**src/rtl/unified_mem_arbiter_pkg.sv**
```systemverilog
`default_nettype none
// ============================================================================
// Module      : unified_mem_arbiter_pkg
// Description : Shared types and constants for the unified fetch/data arbiter.
// Revision    : 1.0 - initial release
// ============================================================================
package unified_mem_arbiter_pkg;

    typedef enum logic [1:0] {
        IDLE  = 2'd0,
        D_BUS = 2'd1,
        I_BUS = 2'd2
    } arb_state_t;

    localparam int         TIMEOUT_DEFAULT = 64;
    localparam int         CNT_W_DEFAULT   = 32;
    localparam logic [3:0] BUS_WE_READ     = 4'b0000;

    function automatic logic [31:0] word_align(input logic [31:0] addr);
        return {addr[31:2], 2'b00};
    endfunction

endpackage
`default_nettype wire

```
**src/rtl/unified_mem_arbiter_sat_counter.sv**
```systemverilog
`default_nettype none
// ============================================================================
// Module      : sat_counter
// Description : Up-counter that sticks at all-ones, async active-high reset.
// Revision    : 1.0 - initial release
// ============================================================================
module sat_counter #(
    parameter int CNT_W = 32
) (
    input  logic             clk,
    input  logic             rst,
    input  logic             inc,
    output logic [CNT_W-1:0] count
);

    logic [CNT_W-1:0] cnt_q;
    logic [CNT_W-1:0] cnt_d;

    always_comb begin
        cnt_d = cnt_q;
        if (inc && (cnt_q != {CNT_W{1'b1}})) begin
            cnt_d = cnt_q + 1'b1;
        end
    end

    always_ff @(posedge clk or posedge rst) begin
        if (rst) begin
            cnt_q <= '0;
        end else begin
            cnt_q <= cnt_d;
        end
    end

    assign count = cnt_q;

endmodule
`default_nettype wire

```
**src/rtl/unified_mem_arbiter.sv**
```systemverilog
`default_nettype none
// ============================================================================
// Module      : unified_mem_arbiter
// Description : Serialises IF fetches and MEM loads/stores onto one req/ack bus.
// Revision    : 1.0 - initial release
// ============================================================================
module unified_mem_arbiter
    import unified_mem_arbiter_pkg::*;
#(
    parameter int TIMEOUT = TIMEOUT_DEFAULT,
    parameter int CNT_W   = CNT_W_DEFAULT
) (
    input  logic             clk,
    input  logic             rst,
    input  logic             if_req,
    input  logic [31:0]      if_addr,
    output logic [31:0]      if_rdata,
    output logic             if_stall,
    input  logic             mem_rd,
    input  logic [3:0]       mem_we,
    input  logic [31:0]      mem_addr,
    input  logic [31:0]      mem_wdata,
    output logic [31:0]      mem_rdata,
    output logic             mem_stall,
    output logic             bus_req,
    output logic [3:0]       bus_we,
    output logic [31:0]      bus_addr,
    output logic [31:0]      bus_wdata,
    input  logic             bus_ack,
    input  logic [31:0]      bus_rdata,
    output logic             bus_err,
    output logic [CNT_W-1:0] perf_istall,
    output logic [CNT_W-1:0] perf_dstall
);

    localparam int               C_WAIT_W    = $clog2(TIMEOUT) + 1;
    localparam logic [C_WAIT_W-1:0] C_WAIT_LAST = C_WAIT_W'(TIMEOUT - 1);

    arb_state_t          state_q,     state_d;
    logic                bus_req_q,   bus_req_d;
    logic [3:0]          bus_we_q,    bus_we_d;
    logic [31:0]         bus_addr_q,  bus_addr_d;
    logic [31:0]         bus_wdata_q, bus_wdata_d;
    logic [31:0]         cap_addr_q,  cap_addr_d;
    logic [C_WAIT_W-1:0] wait_q,      wait_d;
    logic                i_hold_q,    i_hold_d;
    logic                d_hold_q,    d_hold_d;
    logic [31:0]         ia_q,        ia_d;
    logic [31:0]         da_q,        da_d;
    logic [31:0]         if_rdata_q,  if_rdata_d;
    logic [31:0]         mem_rdata_q, mem_rdata_d;
    logic                bus_err_q,   bus_err_d;

    logic        w_dreq;
    logic        w_i_done;
    logic        w_d_done;
    logic        w_if_stall;
    logic        w_mem_stall;
    logic        w_advance;
    logic        w_finish;
    logic [31:0] w_rdata_in;

    assign w_dreq      = mem_rd | (|mem_we);
    assign w_i_done    = i_hold_q & (if_addr == ia_q);
    assign w_d_done    = d_hold_q & (mem_addr == da_q);
    assign w_if_stall  = if_req & ~w_i_done;
    assign w_mem_stall = w_dreq & ~w_d_done;
    assign w_advance   = ~w_if_stall & ~w_mem_stall;

    // An ack on the very cycle the wait limit is reached still counts as a
    // real completion; only an unanswered limit is an abort with zero data.
    assign w_finish   = (state_q != IDLE) && (bus_ack || (wait_q == C_WAIT_LAST));
    assign w_rdata_in = bus_ack ? bus_rdata : 32'h0;

    always_comb begin
        state_d     = state_q;
        bus_req_d   = bus_req_q;
        bus_we_d    = bus_we_q;
        bus_addr_d  = bus_addr_q;
        bus_wdata_d = bus_wdata_q;
        cap_addr_d  = cap_addr_q;
        wait_d      = wait_q;
        i_hold_d    = i_hold_q;
        d_hold_d    = d_hold_q;
        ia_d        = ia_q;
        da_d        = da_q;
        if_rdata_d  = if_rdata_q;
        mem_rdata_d = mem_rdata_q;
        bus_err_d   = bus_err_q;

        // Holds clear on advance; a hold set below on the same edge wins.
        if (w_advance) begin
            i_hold_d = 1'b0;
            d_hold_d = 1'b0;
        end

        case (state_q)
            IDLE: begin
                if (w_mem_stall) begin
                    state_d     = D_BUS;
                    bus_req_d   = 1'b1;
                    bus_we_d    = mem_we;
                    bus_addr_d  = word_align(mem_addr);
                    bus_wdata_d = mem_wdata;
                    cap_addr_d  = mem_addr;
                    wait_d      = '0;
                end else if (w_if_stall) begin
                    state_d    = I_BUS;
                    bus_req_d  = 1'b1;
                    bus_we_d   = BUS_WE_READ;
                    bus_addr_d = word_align(if_addr);
                    cap_addr_d = if_addr;
                    wait_d     = '0;
                end
            end

            D_BUS, I_BUS: begin
                if (w_finish) begin
                    state_d   = IDLE;
                    bus_req_d = 1'b0;
                    if (!bus_ack) begin
                        bus_err_d = 1'b1;
                    end
                    // The hold is keyed to the address captured at issue time,
                    // so a request that moved on meanwhile stalls again.
                    if (state_q == D_BUS) begin
                        d_hold_d = 1'b1;
                        da_d     = cap_addr_q;
                        if (bus_we_q == BUS_WE_READ) begin
                            mem_rdata_d = w_rdata_in;
                        end
                    end else begin
                        i_hold_d   = 1'b1;
                        ia_d       = cap_addr_q;
                        if_rdata_d = w_rdata_in;
                    end
                end else begin
                    wait_d = wait_q + 1'b1;
                end
            end

            default: begin
                state_d   = IDLE;
                bus_req_d = 1'b0;
            end
        endcase
    end

    always_ff @(posedge clk or posedge rst) begin
        if (rst) begin
            state_q     <= IDLE;
            bus_req_q   <= 1'b0;
            bus_we_q    <= BUS_WE_READ;
            bus_addr_q  <= '0;
            bus_wdata_q <= '0;
            cap_addr_q  <= '0;
            wait_q      <= '0;
            i_hold_q    <= 1'b0;
            d_hold_q    <= 1'b0;
            ia_q        <= '0;
            da_q        <= '0;
            if_rdata_q  <= '0;
            mem_rdata_q <= '0;
            bus_err_q   <= 1'b0;
        end else begin
            state_q     <= state_d;
            bus_req_q   <= bus_req_d;
            bus_we_q    <= bus_we_d;
            bus_addr_q  <= bus_addr_d;
            bus_wdata_q <= bus_wdata_d;
            cap_addr_q  <= cap_addr_d;
            wait_q      <= wait_d;
            i_hold_q    <= i_hold_d;
            d_hold_q    <= d_hold_d;
            ia_q        <= ia_d;
            da_q        <= da_d;
            if_rdata_q  <= if_rdata_d;
            mem_rdata_q <= mem_rdata_d;
            bus_err_q   <= bus_err_d;
        end
    end

    sat_counter #(.CNT_W(CNT_W)) u_istall_cnt (
        .clk   (clk),
        .rst   (rst),
        .inc   (w_if_stall),
        .count (perf_istall)
    );

    sat_counter #(.CNT_W(CNT_W)) u_dstall_cnt (
        .clk   (clk),
        .rst   (rst),
        .inc   (w_mem_stall),
        .count (perf_dstall)
    );

    assign if_stall  = w_if_stall;
    assign mem_stall = w_mem_stall;
    assign if_rdata  = if_rdata_q;
    assign mem_rdata = mem_rdata_q;
    assign bus_req   = bus_req_q;
    assign bus_we    = bus_we_q;
    assign bus_addr  = bus_addr_q;
    assign bus_wdata = bus_wdata_q;
    assign bus_err   = bus_err_q;

endmodule
`default_nettype wire

```
**config.mk**
```make
export PLATFORM = sky130hd
export DESIGN_NAME = unified_mem_arbiter
export DESIGN_NICKNAME = d
export VERILOG_FILES = /design/src/rtl/unified_mem_arbiter_pkg.sv /design/src/rtl/unified_mem_arbiter_sat_counter.sv /design/src/rtl/unified_mem_arbiter.sv
export SDC_FILE = /design/constraint.sdc
export NUM_CORES = 1
export LEC_CHECK = 0
export BUFFER_PORTS_ARGS = -buffer_cell sky130_fd_sc_hd__buf_2
export CORE_MARGIN = 3
export CORE_UTILIZATION = 35
export DETAILED_ROUTE_END_ITERATION = 6
export PLACE_DENSITY = 0.57
export SETUP_SLACK_MARGIN = 0.15
export SYNTH_ARGS = -nofsm -noshare
export SYNTH_HDL_FRONTEND = slang
export SYNTH_SLANG_ARGS = --single-unit
```
**constraint.sdc**
```tcl
create_clock -name clk -period 7.4 [get_ports clk]
set_input_delay 0.37 -clock clk [delete_from_list [all_inputs] [get_ports clk]]
set_output_delay 0.37 -clock clk [all_outputs]
set_load 0.03 [all_outputs]
```
# --- Word-level counts from Yosys, hierarchy flattened ---
# Index checks and enable logic that the tools add are counted.
word_totals:
  word_cells: 87
  register_bits: 305
  out_inout_bits: 200
classes:
  n_eq_ne: 10
  add_sub_neg: 3
  n_mux: 27
  bitwise_logic: 12
  reduce_logical: 19
op_table:
  columns: ["op", "n"]
  rows:
  - ["32-bit 2-to-1 mux", 5]
  - ["32-bit by 1-bit adder with 32-bit output, second input constant", 2]
  - ["32-bit equality test", 2]
  - ["32-bit != test, second input constant", 2]
  - ["7-bit 2-to-1 mux", 3]
  - ["7-bit one-hot mux with 2 select lines", 1]
  - ["3-bit AND reduction", 4]
  - ["1-bit 2-to-1 mux", 11]
  - ["4-bit 2-to-1 mux", 2]
  - ["7-bit by 1-bit adder with 7-bit output, second input constant", 1]
  - ["7-bit by 6-bit equality test with 1-bit output, second input constant", 1]
  - ["2-bit 2-to-1 mux", 3]
  - ["1-bit inverter", 6]
  - ["2-bit AND reduction", 3]
  - ["2-bit nonzero test", 3]
  - ["1-bit AND", 5]
  - ["4-bit logical NOT", 1]
  - ["2-bit != test, second input constant", 2]
  - ["2-bit one-hot mux with 2 select lines", 1]
  - ["4-bit AND reduction", 1]
  - ["4-bit OR reduction", 1]
  - ["1-bit logical AND", 3]
  - ["3-bit by 1-bit != test with 1-bit output, second input constant", 1]
  - ["2-bit by 1-bit equality test with 1-bit output, second input constant", 1]
  - ["other kinds (6)", 6]

# --- Longest topological paths before layout ---
depth:
  ltp_word: 10
  mapped_depth: 11
  ltp_nobuf: 8

# --- Cells and area by module ---
# From an unflattened synthesis, not the netlist that was laid out.
hier_totals:
  cells_unflattened: 1134
  hier_area_um2: 12273.0
by_module_without_submodules:
  columns: ["module", "seq_area_each_um2", "instances", "area_each_um2", "cells_each"]
  rows:
  - ["unified_mem_arbiter", 5230.0, 1, 9150.0, 856]
  - ["sat_counter", 800.8, 2, 1561.5, 139]

# --- Worst setup path before layout ---
# Ideal clock, no wire load.
synth_timing:
  kind: "reg-to-reg"
  startpoint: "register da_q[28]"
  endpoint: "register u_dstall_cnt.cnt_q[24], in the netlist u_dstall_cnt.count[24]"
  t_arrival_ps: 2009
  setup_slack_ps: 5264
  path_stages_with_launch: 11
  t_required_ps: 7272
  cell_sequence: "dfrtp_1 > xor2_1 > nor4_1 > nand4_1 > and4b_1 > buf_4 > or2_1 > buf_4 > inv_2 > nand3_1 > mux2_1"
synth_between:
  elab_chain_cells: 5
synth_lines:
  columns: ["element", "line_no", "source"]
  rows:
  - ["start, declared", "unified_mem_arbiter.sv:49", "logic [31:0] da_q, da_d;"]
  - ["start signal, assigned", "unified_mem_arbiter.sv:161", "da_q <= '0;"]
  - ["start signal, assigned", "unified_mem_arbiter.sv:176", "da_q <= da_d;"]
  - ["32-bit equality test", "unified_mem_arbiter.sv:65", "assign w_d_done = d_hold_q & (mem_addr == da_q);"]
  - ["1-bit AND", "unified_mem_arbiter.sv:65", null]
  - ["1-bit inverter", "unified_mem_arbiter.sv:67", "assign w_mem_stall = w_dreq & ~w_d_done;"]
  - ["1-bit AND", "unified_mem_arbiter.sv:67", null]
  - ["net mem_stall", "unified_mem_arbiter.sv:24", "output logic mem_stall,"]
  - ["1-bit logical AND", "unified_mem_arbiter_sat_counter.sv:21", "if (inc && (cnt_q != {CNT_W{1'b1}})) begin"]
  - ["end signal, assigned", "unified_mem_arbiter_sat_counter.sv:30", "cnt_q <= cnt_d;"]
  - ["end, declared", "unified_mem_arbiter_sat_counter.sv:16", "logic [CNT_W-1:0] cnt_q;"]
# The timed path passes the listed nets, and every way through them passes these cells.
# A chain may end at the register's enable or synchronous reset.

# --- Worst setup path in the final report ---
layout_timing:
  startpoint: "register da_q[16]"
  endpoint: "output mem_stall"
layout_between:
  elab_chain_cells: 4
layout_lines:
  columns: ["element", "line_no"]
  rows:
  - ["32-bit equality test", "unified_mem_arbiter.sv:65"]
  - ["1-bit AND", "unified_mem_arbiter.sv:65"]
  - ["1-bit inverter", "unified_mem_arbiter.sv:67"]
  - ["1-bit AND", "unified_mem_arbiter.sv:67"]
  - ["end, declared", "unified_mem_arbiter.sv:24"]
# Every way passes these cells.

==> flow_metrics.env <==
export IMPL_clock_sinks=273
export IMPL_postCtsSetupRepairBufs=0
export IMPL_path_class="flip-flop to output pin"
export IMPL_drt_wirelength_per_cell_um=18.0
export IMPL_cap_violations=0
export IMPL_hp_class="input port to flip-flop"
export IMPL_crit_required_ns=7.03
export IMPL_synth_seq_cells=273
export IMPL_synth_seq_area_share_pct=55.4
export IMPL_period_minus_slack_ns=3.72
export IMPL_final_nets=1523
export IMPL_power_density_nw_per_um2=414
export IMPL_synth_area_leader_cell="dfrtp_1"
export IMPL_cts_buffers=31
export IMPL_core_area_um2=34600
export IMPL_start_util_pct=35.6
export IMPL_ir_worst_vdd_uv=254
export IMPL_grt_max_degree=135
export IMPL_dp_hpwl_um=23000
export IMPL_grt_pass1_vias=9525
export IMPL_synth_common_cells="dfrtp_1 (273), nand2_1 (119), xor2_1 (67)"
export IMPL_synth_edf_count=0
export IMPL_num_fill_cells=3313
export IMPL_fin_cells=1861
export IMPL_cts_hold_buf=0
export IMPL_drtIter0Drc=429
export IMPL_grt_overflow_total=0
export IMPL_min_period_over_period_pct=50.2
export IMPL_routed_wl_um=33500
export IMPL_tns_ns=0
export IMPL_cts_htree_levels=1
export IMPL_clkTransAtPathRegs_ns=0.06
export IMPL_place_inst=1803
export IMPL_fin_ws_ns=3.68
export IMPL_rsz0062_at_grt="no"
export IMPL_dr_wl_met2_um=15200
export IMPL_ios=337
export IMPL_ys_async_sr_fraction_pct=100
export IMPL_gp_congestion=0.786
export IMPL_slowest_stage="and4b_1"
export IMPL_ys_flop_type="dfrtp_1"
export IMPL_clk_latency_ns=0.56
export IMPL_dp_slack_ns=4.19
export IMPL_die_w_um=194
export IMPL_cts_tree="built"
export IMPL_netlist_top_cells_area="dfrtp_1 (55%), mux2_2 (6.0%), xor2_1 (4.8%)"
export IMPL_portBuffers=334
export IMPL_synth_top_area_share_pct=55.4
export IMPL_seq_area_um2=6830
export IMPL_cp_cell_sequence="xor2_1 > nor4_1 > nand4_1 > and4b_1 > or2_1 > buf_4 > inv_2 > buf_2"
export IMPL_synth_most_common_cell="dfrtp_1"
export IMPL_cts_root_buf="clkbuf_16"
export IMPL_tightest_slew_ns=1.12
export IMPL_p_leak_nw=7.32
export IMPL_fin_util_pct=43.8
export IMPL_synth_area_per_cell_um2=11.3
export IMPL_vias=9200
export IMPL_clock_path_buffers=3
export IMPL_die_h_um=194
export IMPL_drtAntennaViolNets=0
export IMPL_routed_top_layer="met5"
export IMPL_hold_viol=0
export IMPL_clock_skew_ns=0.0136
export IMPL_wl_met1_um=14700
export IMPL_viasPerCell=4.94
export IMPL_slowest_delay_ns=0.67
export IMPL_status="complete, no violations"
export IMPL_drv_slew=0
export IMPL_track_usage_pct=17.5
export IMPL_drive_gt1_share_pct=35.8
export IMPL_die_area_um2=37500
export IMPL_syn_area_um2=12300
export IMPL_p_total_w=0.00628
export IMPL_area_growth_pct=23.0
export IMPL_cp_start_kind="flip-flop"
export IMPL_reg2reg_slack_ns=4.20
export IMPL_synthCells=1090
export IMPL_drc=0
export IMPL_ctsResizeCount=0
export IMPL_cp_arrival_ns=3.35
export IMPL_dr_pass1_iters=4
export IMPL_end_kind="output pin"
export IMPL_wl_met3_um=2540
export IMPL_slew_headroom_pct=25.4
export IMPL_crit_path_max_fanout=32
export IMPL_rows=68
export IMPL_multiInputGateArea_um2=4910
export IMPL_antenna_found_initial=3
export IMPL_finalSetupViolations=0
export IMPL_synth_cell_type_count=58
export IMPL_grt_pass1_wl_um=53900
export IMPL_yosysWarnings=0
export IMPL_max_freq_ghz=0.269
-- through the flow --
stage / hold WS (ns) / instance area [um2]
3_3_place_gp: 0.456 / 14100
4_1_cts: 0.00188 / 15200
3_5_place_dp: 0.455 / 14100
2_1_floorplan: 0.477 / 12300
5_1_grt: 0.0169 / 15200
6_report: 0.0437 / 15200
-- worst paths after layout --
path,depth (start not counted),endpoint,from
setup / recovery,8,mem_stall,da_q[16]
hold / removal,2,bus_wdata[17],mem_wdata[17]
setup reg to reg,6,wait_q[4],state_q[1]
hold reg to reg,1,bus_err,bus_err
max in group asynchronous,4,if_rdata[4],rst
min in group asynchronous,3,ia_q[23],rst
-- report_power, final --
group	switching (W)	leakage, nW	internal, W
Sequential	0.000395	3.38	0.00203
Combinational	0.00147	3.43	0.000851
Clock	0.000617	0.515	0.000917
-- layer usage --
layer  vias to the layer above  track usage, %
li1                       4331               -
met2                       286            27.2
met1                      4502            23.9
met3                        77            4.97
met4                         4            5.38
met5                         -               0
-- final cells by class --
| class | count | share of cell area [%] |
|---|---|---|
| antenna | 1 | 0.0165 |
| clock buffer | 47 | 6.30 |
| clock inverter | 10 | 0.528 |
| inverter | 19 | 0.495 |
| multi-input combinational | 714 | 32.4 |
| sequential | 273 | 45.0 |
| tap | 455 | 3.75 |
| timing repair buffer | 342 | 11.5 |
-- sequential cells by signal (all words and copies together) (netlist names) --
| name | flops |
|---|---|
| u_istall_cnt.count | 32 |
| bus_req | 1 |
| cap_addr_q | 31 |
| d_hold_q | 1 |
| if_rdata | 32 |
| da_q | 32 |
| bus_we | 4 |
| i_hold_q | 1 |
| bus_wdata | 32 |
| u_dstall_cnt.count | 32 |
| mem_rdata | 32 |
| ia_q | 32 |
| state_q | 2 |
| bus_err | 1 |
| bus_addr | 1 |
| wait_q | 7 |
-- worst max-delay path: cells and delay by family (launching register included) --
| kind | cells | cell delay, ns |
|---|---|---|
| simple gates | 4 | 1.48 |
| flops | 1 | 0.38 |
| buf+inv | 3 | 0.68 |
| xor+xnor | 1 | 0.21 |
-- logic make-up (layout without fill, tap and decap cells) --
logic type,count (synthesis),after routing,share of synthesized area [%]
adder cells (fa/ha/maj),5,5,0.507
multiplexers,103,103,10.0
AO/OA/AOI/OAI,167,167,8.21
other,1,3,0.0304
buffers and inverters,104,418,4.96
XOR/XNOR,121,121,8.59
flip-flops,273,273,55.4
AND/OR/NAND/NOR,316,316,12.3
-- cell usage in the layout, fill, tap and decap left out, types with 2 or more instances in the layout --
cell,netlist,routed
clkbuf_1,22,4
a21boi_0,2,2
nor4_1,13,13
and2_1,2,2
o22ai_1,34,34
mux2_4,21,21
o2111ai_1,2,2
o21bai_1,5,5
mux2i_1,3,3
buf_2,15,334
dfrtp_1,273,273
nand3b_1,2,2
nor2_2,2,2
inv_1,18,17
o21ai_1,36,36
buf_4,36,7
nor3_1,18,18
mux2_1,13,13
nand2_1,119,119
clkbuf_16,0,31
conb_1,1,2
nand3_1,40,39
mux2_2,66,66
o21ai_0,39,39
nor2_1,56,56
ha_1,5,4
clkinv_2,0,7
and4_1,7,7
nand2b_1,3,3
nand3_2,1,2
a22o_1,5,5
nand4_1,20,20
or2_1,2,2
and3_1,18,18
or3_1,4,3
xnor2_1,54,54
xor2_1,67,67
a21oi_1,33,33
clkinvlp_4,0,3
clkbuf_8,0,12
No activity file was read; power rests on OpenSTA's default activity.
